## src/rtl/lc3b_fetch_stage_pkg.sv

```systemverilog
// lc3b_fetch_stage_pkg: shared LC-3b fetch types, line geometry and address helpers.
package lc3b_fetch_stage_pkg;

    typedef logic [15:0]  lc3b_word;
    typedef logic [127:0] lc3b_line;

    localparam int LC3B_LINE_WORDS = 8;

    typedef enum logic {
        FETCH_RUN,
        FETCH_FILL
    } lc3b_fetch_state;

    typedef struct packed {
        logic     valid;
        lc3b_word pc;
        lc3b_word pc_plus2;
        lc3b_word instr;
    } lc3b_if_id;

    function automatic lc3b_word line_base(input lc3b_word addr);
        return {addr[15:4], 4'h0};
    endfunction

    function automatic lc3b_word even_addr(input lc3b_word addr);
        return addr & 16'hFFFE;
    endfunction

endpackage

```

## src/rtl/lc3b_fetch_stage_line_buffer.sv

```systemverilog
// lc3b_line_buffer: single-line instruction buffer with tag compare and word select.
module lc3b_line_buffer
    import lc3b_fetch_stage_pkg::*;
(
    input  logic        clk,
    input  logic        rst_n,
    input  logic        load,
    input  logic [11:0] load_tag,
    input  lc3b_line    load_data,
    input  logic [11:0] lookup_tag,
    input  logic [2:0]  word_sel,
    output logic        hit,
    output lc3b_word    word
);

    logic        valid;
    logic [11:0] tag;
    lc3b_line    data;

    always_ff @(posedge clk or negedge rst_n) begin
        if (!rst_n) begin
            valid <= 1'b0;
            tag   <= '0;
            data  <= '0;
        end else if (load) begin
            valid <= 1'b1;
            tag   <= load_tag;
            data  <= load_data;
        end
    end

    assign hit  = valid && tag == lookup_tag;
    assign word = data[{word_sel, 4'h0} +: 16];

endmodule

```

## src/rtl/lc3b_fetch_stage.sv

```systemverilog
// lc3b_fetch_stage: LC-3b instruction fetch with one-line buffer, stall and redirect.
module lc3b_fetch_stage
    import lc3b_fetch_stage_pkg::*;
#(
    parameter lc3b_word RESET_PC = 16'h0000
) (
    input  logic     clk,
    input  logic     rst_n,
    input  logic     stall,
    input  logic     redirect,
    input  lc3b_word redirect_pc,
    output logic     imem_read,
    output lc3b_word imem_addr,
    input  logic     imem_resp,
    input  lc3b_line imem_rdata,
    output logic     if_valid,
    output lc3b_word if_instr,
    output lc3b_word if_pc,
    output lc3b_word if_pc_plus2
);

    lc3b_fetch_state state;
    lc3b_word        pc;
    lc3b_if_id       if_id;
    logic            hit;
    lc3b_word        word;
    logic            fill_done;

    assign fill_done = state == FETCH_FILL && imem_resp;

    lc3b_line_buffer u_line_buffer (
        .clk        (clk),
        .rst_n      (rst_n),
        .load       (fill_done),
        .load_tag   (imem_addr[15:4]),
        .load_data  (imem_rdata),
        .lookup_tag (pc[15:4]),
        .word_sel   (pc[3:1]),
        .hit        (hit),
        .word       (word)
    );

    // A fill in flight always completes, even when a redirect lands in the same cycle.
    always_ff @(posedge clk or negedge rst_n) begin
        if (!rst_n) begin
            state     <= FETCH_RUN;
            pc        <= even_addr(RESET_PC);
            if_id     <= '0;
            imem_read <= 1'b0;
            imem_addr <= '0;
        end else begin
            if (redirect) begin
                pc          <= even_addr(redirect_pc);
                if_id.valid <= 1'b0;
            end else if (state == FETCH_RUN && !stall) begin
                if (hit) begin
                    if_id <= '{valid: 1'b1, pc: pc, pc_plus2: pc + 16'd2, instr: word};
                    pc    <= pc + 16'd2;
                end else begin
                    if_id.valid <= 1'b0;
                    imem_read   <= 1'b1;
                    imem_addr   <= line_base(pc);
                    state       <= FETCH_FILL;
                end
            end
            if (fill_done) begin
                imem_read <= 1'b0;
                state     <= FETCH_RUN;
            end
        end
    end

    assign if_valid    = if_id.valid;
    assign if_instr    = if_id.instr;
    assign if_pc       = if_id.pc;
    assign if_pc_plus2 = if_id.pc_plus2;

endmodule
```

## config.mk

```make
export PLATFORM = sky130hd
export DESIGN_NAME = lc3b_fetch_stage
export DESIGN_NICKNAME = d
export VERILOG_FILES = /design/src/rtl/lc3b_fetch_stage_pkg.sv /design/src/rtl/lc3b_fetch_stage_line_buffer.sv /design/src/rtl/lc3b_fetch_stage.sv
export SDC_FILE = /design/constraint.sdc
export NUM_CORES = 1
export LEC_CHECK = 0
export CORE_MARGIN = 10
export CORE_UTILIZATION = 62
export CTS_CLUSTER_DIAMETER = 150
export DETAILED_ROUTE_END_ITERATION = 8
export DONT_BUFFER_PORTS = 1
export PLACE_DENSITY = 0.78
export SETUP_SLACK_MARGIN = 0.15
export SLEW_MARGIN = 10
export SYNTH_ARGS = -nofsm -noshare
export SYNTH_HDL_FRONTEND = slang
export SYNTH_HIERARCHICAL = 1
export SYNTH_SLANG_ARGS = --single-unit
export TNS_END_PERCENT = 50
```

## constraint.sdc

```tcl
create_clock -name clk -period 4.1 [get_ports clk]
set_input_delay 1.23 -clock clk [delete_from_list [all_inputs] [get_ports clk]]
set_output_delay 1.23 -clock clk [all_outputs]
set_load 0.01 [all_outputs]
```

* Yosys cells after proc, flatten, opt, wreduce, memory -nomap -nowiden
Cells that the tools add are included.
Word-level totals: output and inout bits 66, flip-flop bits (word level) 219, word-level logic and storage cells 40
Operators by class: $add $sub $neg 1, mux-type cells 11, shift-type cells 1, reductions and logical operators 11, bitwise operators 3, equality and inequality tests 3
Operators with widths (number):
- $shiftx A128 B8 Y16 | 1
- $mux W49 | 1
- $mux W16 | 3
- $mux W48 | 1
- $add A16 B2 Y16 const B | 1
- $eq A12 B12 Y1 | 1
- $reduce_and A3 Y1 | 3
- $mux W1 | 6
- $reduce_bool A2 Y1 | 3
- $ne A2 B1 Y1 const B | 2
- $logic_and A1 B1 Y1 | 3
- $not A1 Y1 | 3
- $reduce_and A2 Y1 | 1
- $logic_not A1 Y1 | 1

* Longest topological paths before layout
depth after elaboration 6, gate-level depth with buffers 9, depth with buffers taken out 7

* Cells and area by module
Netlist, hierarchy kept.
By module, submodules not included:
- lc3b_line_buffer | area an instance 6379.9 sq um, cells an instance 373, sequential area each 3528.4 sq um, times used 1
- lc3b_fetch_stage | area an instance 3290.7 sq um, cells an instance 282, sequential area each 1876.8 sq um, times used 1

* Worst setup path after synthesis
OpenSTA, ideal clock, no wires.
kind input to register, start point input stall, end point register pc[12], data arrival time 2.642 ns, required time 4.018 ns, path slack 1.376 ns, cell stages on the path 4, buffers on the path 0, cells stage by stage or3b_4 > or3_4 > or4_1 > a31oi_1
On the way: longest elaborated chain between the ends 4
RTL lines:
- start, declared | RTL line lc3b_fetch_stage.sv:9 | input logic stall,
- $logic_not A1 Y1 | RTL line lc3b_fetch_stage.sv:55 | end else if (state == FETCH_RUN && !stall) begin
- $logic_and A1 B1 Y1 | RTL line lc3b_fetch_stage.sv:55
- $reduce_bool A2 Y1 (no line)
- $reduce_and A2 Y1 (no line)
- end signal, assigned | RTL line lc3b_fetch_stage.sv:47 | pc <= even_addr(RESET_PC);
- end signal, assigned | RTL line lc3b_fetch_stage.sv:53 | pc <= even_addr(redirect_pc);
- end signal, assigned | RTL line lc3b_fetch_stage.sv:58 | pc <= pc + 16'd2;
- end, declared | RTL line lc3b_fetch_stage.sv:23 | lc3b_word pc;
No other way between the ends. A chain may end at the register's enable or synchronous reset.

* Final worst setup path
start point register pc[9], end point register pc[12]
On the way: longest elaborated chain between the ends 4, elaborated cells on any way between the ends 8
RTL lines:
- $eq A12 B12 Y1 | RTL line lc3b_fetch_stage_line_buffer.sv:32 | assign hit = valid && tag == lookup_tag;
- $logic_and A1 B1 Y1 | RTL line lc3b_fetch_stage_line_buffer.sv:32
- named net hit | RTL line lc3b_fetch_stage.sv:25 | logic hit;
- $reduce_bool A2 Y1 (no line)
- $reduce_and A2 Y1 (no line)
The timed path passes the listed nets, and every way through them passes these cells. The select of a mux whose other input is x is not followed.

==> metrics.csv <==
metric,value,unit
status,finished clean,
area of the multi-input gates,4020,sq um
synth unique cells,34,
routed len/inst,24.4,um
RSZ-0062 raised after global routing,false,
Syn Area/Cell,14.8,sq um
crit path time final,3.25,ns
Syn Inst Count,655,
Reg area,5410,sq um
Fmax,308,MHz
number of buffers inserted by hold repair at cts,0,
vias per inst,6.00,
Synth Warn #,6,
Tcrit/Tclk final,0.793,
Worst-path clk slew,0.06,ns
nets,795,
clock buffer depth,3,
Initial Util,0.634,
clock sink count,216,
cts bufs inserted,23,
Non-Filler Instances,882,
sum of negative setup slack,0,ns
I/O pin count,215,
first-pass GRT wire length,33000,um
crit path launch type,register,
clock root buffer master,clkbuf_16,
Slew HR,0.495,
Setup CP Type,register to register,
via count,5290,
peak supply drop,0.000352,V
Clock Latency Late Sink,0.50,ns
width of the chip,145,um
Residual DRC,0,
Synth Cell Area,9670,sq um
Critical Path Sink Type,register,
aggregate global-route resource usage,0.204,
clock skew,0.0185,ns
proportion of layout cells with a drive suffix above 1,0.403,
dpl hpwl,15400,um
cts repair resizes,0,
CTS tree,built,
initial antenna violation count,13,
power density over cell area,560,nW/um^2
FILL cells,1004,
Critical Path RT,4.48,ns
Yosys reg bits,216,
FF-to-FF setup slack,0.85,ns
Post-DRT Antenna Nets,0,
number of global-route vias before repair,5879,
"Setup violations, final",0,
CTS H-tree lvls,1,
Die H,145,um
PortBufs,0,
Critical Path Fanout Max,14,
GRT overflow,0,
Core ar.,15300,sq um
final hold vios,0,
P&R area growth vs syn,9.94,%
First-pass DRT Iterations,4,
overall power,0.00596,W
placed insts,831,
"Seq/Total Area, Yosys",0.559,
Placer Congestion,0.847,
Post-CTS Setup Repair Bufs,0,
Final Max Tran Viols,0,
Initial DRC Count,241,
Min-Delay Path Class,primary input to async pin,
largest net degree at the start of global routing,217,
Worst EP arrival,3.63,ns
Max-Cap Viols,0,
# rows,45,
Pleak,4.49,nW
worst slew pin tran,0.758,ns
DIE AREA,21000,sq um
drt total wl,21500,um
-- placed cells by master (no fill, tap or decap), drive strengths merged, types with 2 or more instances in the layout --
master	count
nor2	8
clkinv	2
nor2b	2
nand2	35
inv	4
nand4	7
conb	6
o21ai	28
dfrtp	216
buf	12
xnor2	32
mux4	32
xor2	4
mux2i	3
nor4	11
nor3	5
bufinv	2
nand3	4
mux2	200
clkinvlp	2
diode	9
clkbuf	35
-- cell usage after synthesis --
master	count	area share
a21o_1	1	0.00078
a21oi_1	1	0.00052
a22oi_1	1	0.00078
a31oi_1	1	0.00065
and2_1	1	0.00065
buf_2	12	0.0062
buf_4	6	0.0047
buf_6	4	0.0047
clkbuf_1	30	0.012
conb_1	1	0.00039
dfrtp_1	216	0.56
ha_1	1	0.0013
inv_1	3	0.0012
mux2_2	200	0.23
mux2i_1	3	0.0031
mux4_1	25	0.068
mux4_2	7	0.016
nand2_1	35	0.014
nand3_1	3	0.0016
nand3_2	1	0.0010
nand4_1	7	0.0045
nor2_1	8	0.0031
nor2b_1	2	0.0013
nor3_1	5	0.0026
nor4_1	11	0.0071
o21ai_0	28	0.014
o31ai_1	1	0.00078
or2_2	1	0.00065
or3_4	1	0.0012
or3b_4	1	0.0012
or4_1	1	0.00078
or4b_2	1	0.0010
xnor2_1	32	0.029
xor2_1	4	0.0036
-- power breakdown --
part	total, W	internal, W	switching [W]
combinational	0.000947	0.000633	0.000313
clock	0.00213	0.00132	0.000808
sequential	0.00288	0.00258	0.000300
total	0.00596	0.00454	0.00142
-- sequential cells by signal (all words and copies together) (netlist names) --
signal	count
u_line_buffer/tag	12
u_line_buffer/data	128
state	1
if_valid	1
if_pc_plus2	15
imem_addr	12
if_pc	15
u_line_buffer/valid	1
if_instr	16
pc	15
-- metal layers --
layer,up-vias,wire length (um),track usage
met2,191,10900,0.356
met5,-,21,0
met3,32,2690,0.0955
met4,4,469,0.0484
li1,2357,-,-
met1,2706,7440,0.220
-- critical path, stage by stage (launching register included) --
cell	delay [ns]
dfrtp_1	0.59
xnor2_1	0.17
nand3_1	0.10
nor4_1	0.56
or3b_4	0.57
or3_4	0.44
or4_1	0.46
a31oi_1	0.25
-- path summary, 6_finish.rpt --
kind / cells after the start / start / end
setup / recovery: 7 / pc[9] / pc[12]
hold / removal: 0 / rst_n / if_pc[4]
setup reg to reg: 7 / pc[9] / pc[12]
hold reg to reg: 1 / u_line_buffer/valid / u_line_buffer/valid
max in group asynchronous: 0 / rst_n / if_pc_plus2[15]
min in group clk: 1 / u_line_buffer/valid / u_line_buffer/valid
-- layout make-up --
type / instances / share of cell area
timing repair buffer: 12 / 0.00965
multi-input combinational: 389 / 0.378
inverter: 3 / 0.00106
sequential: 216 / 0.509
clock buffer: 35 / 0.0668
tap: 211 / 0.0248
antenna: 9 / 0.00212
clock inverter: 7 / 0.00883
-- through the flow --
stage               area [sq um]  worst slack (ns)  hold WS (ns)  utilization
floorplan                   9690              1.38         0.439            -
detailed placement          9800             0.891         0.458        0.643
finish                     10600             0.848         0.435        0.697
CTS                        10600             0.885         0.414        0.695
global route               10600             0.755         0.405        0.696
global placement            9800             0.903         0.456        0.643
-- cells by family after synthesis --
logic type,Yosys count,share of synthesized area
and+or+nand+nor,78,0.0402
AOI/OAI and AO/OA,33,0.0180
xor gates and xnor gates,36,0.0326
other,1,0.000388
buffers and inverters,55,0.0283
muxes,235,0.320
adders and majority gates,1,0.00129
DFF,216,0.559
Note: power is estimated with default switching activity, not from simulation.
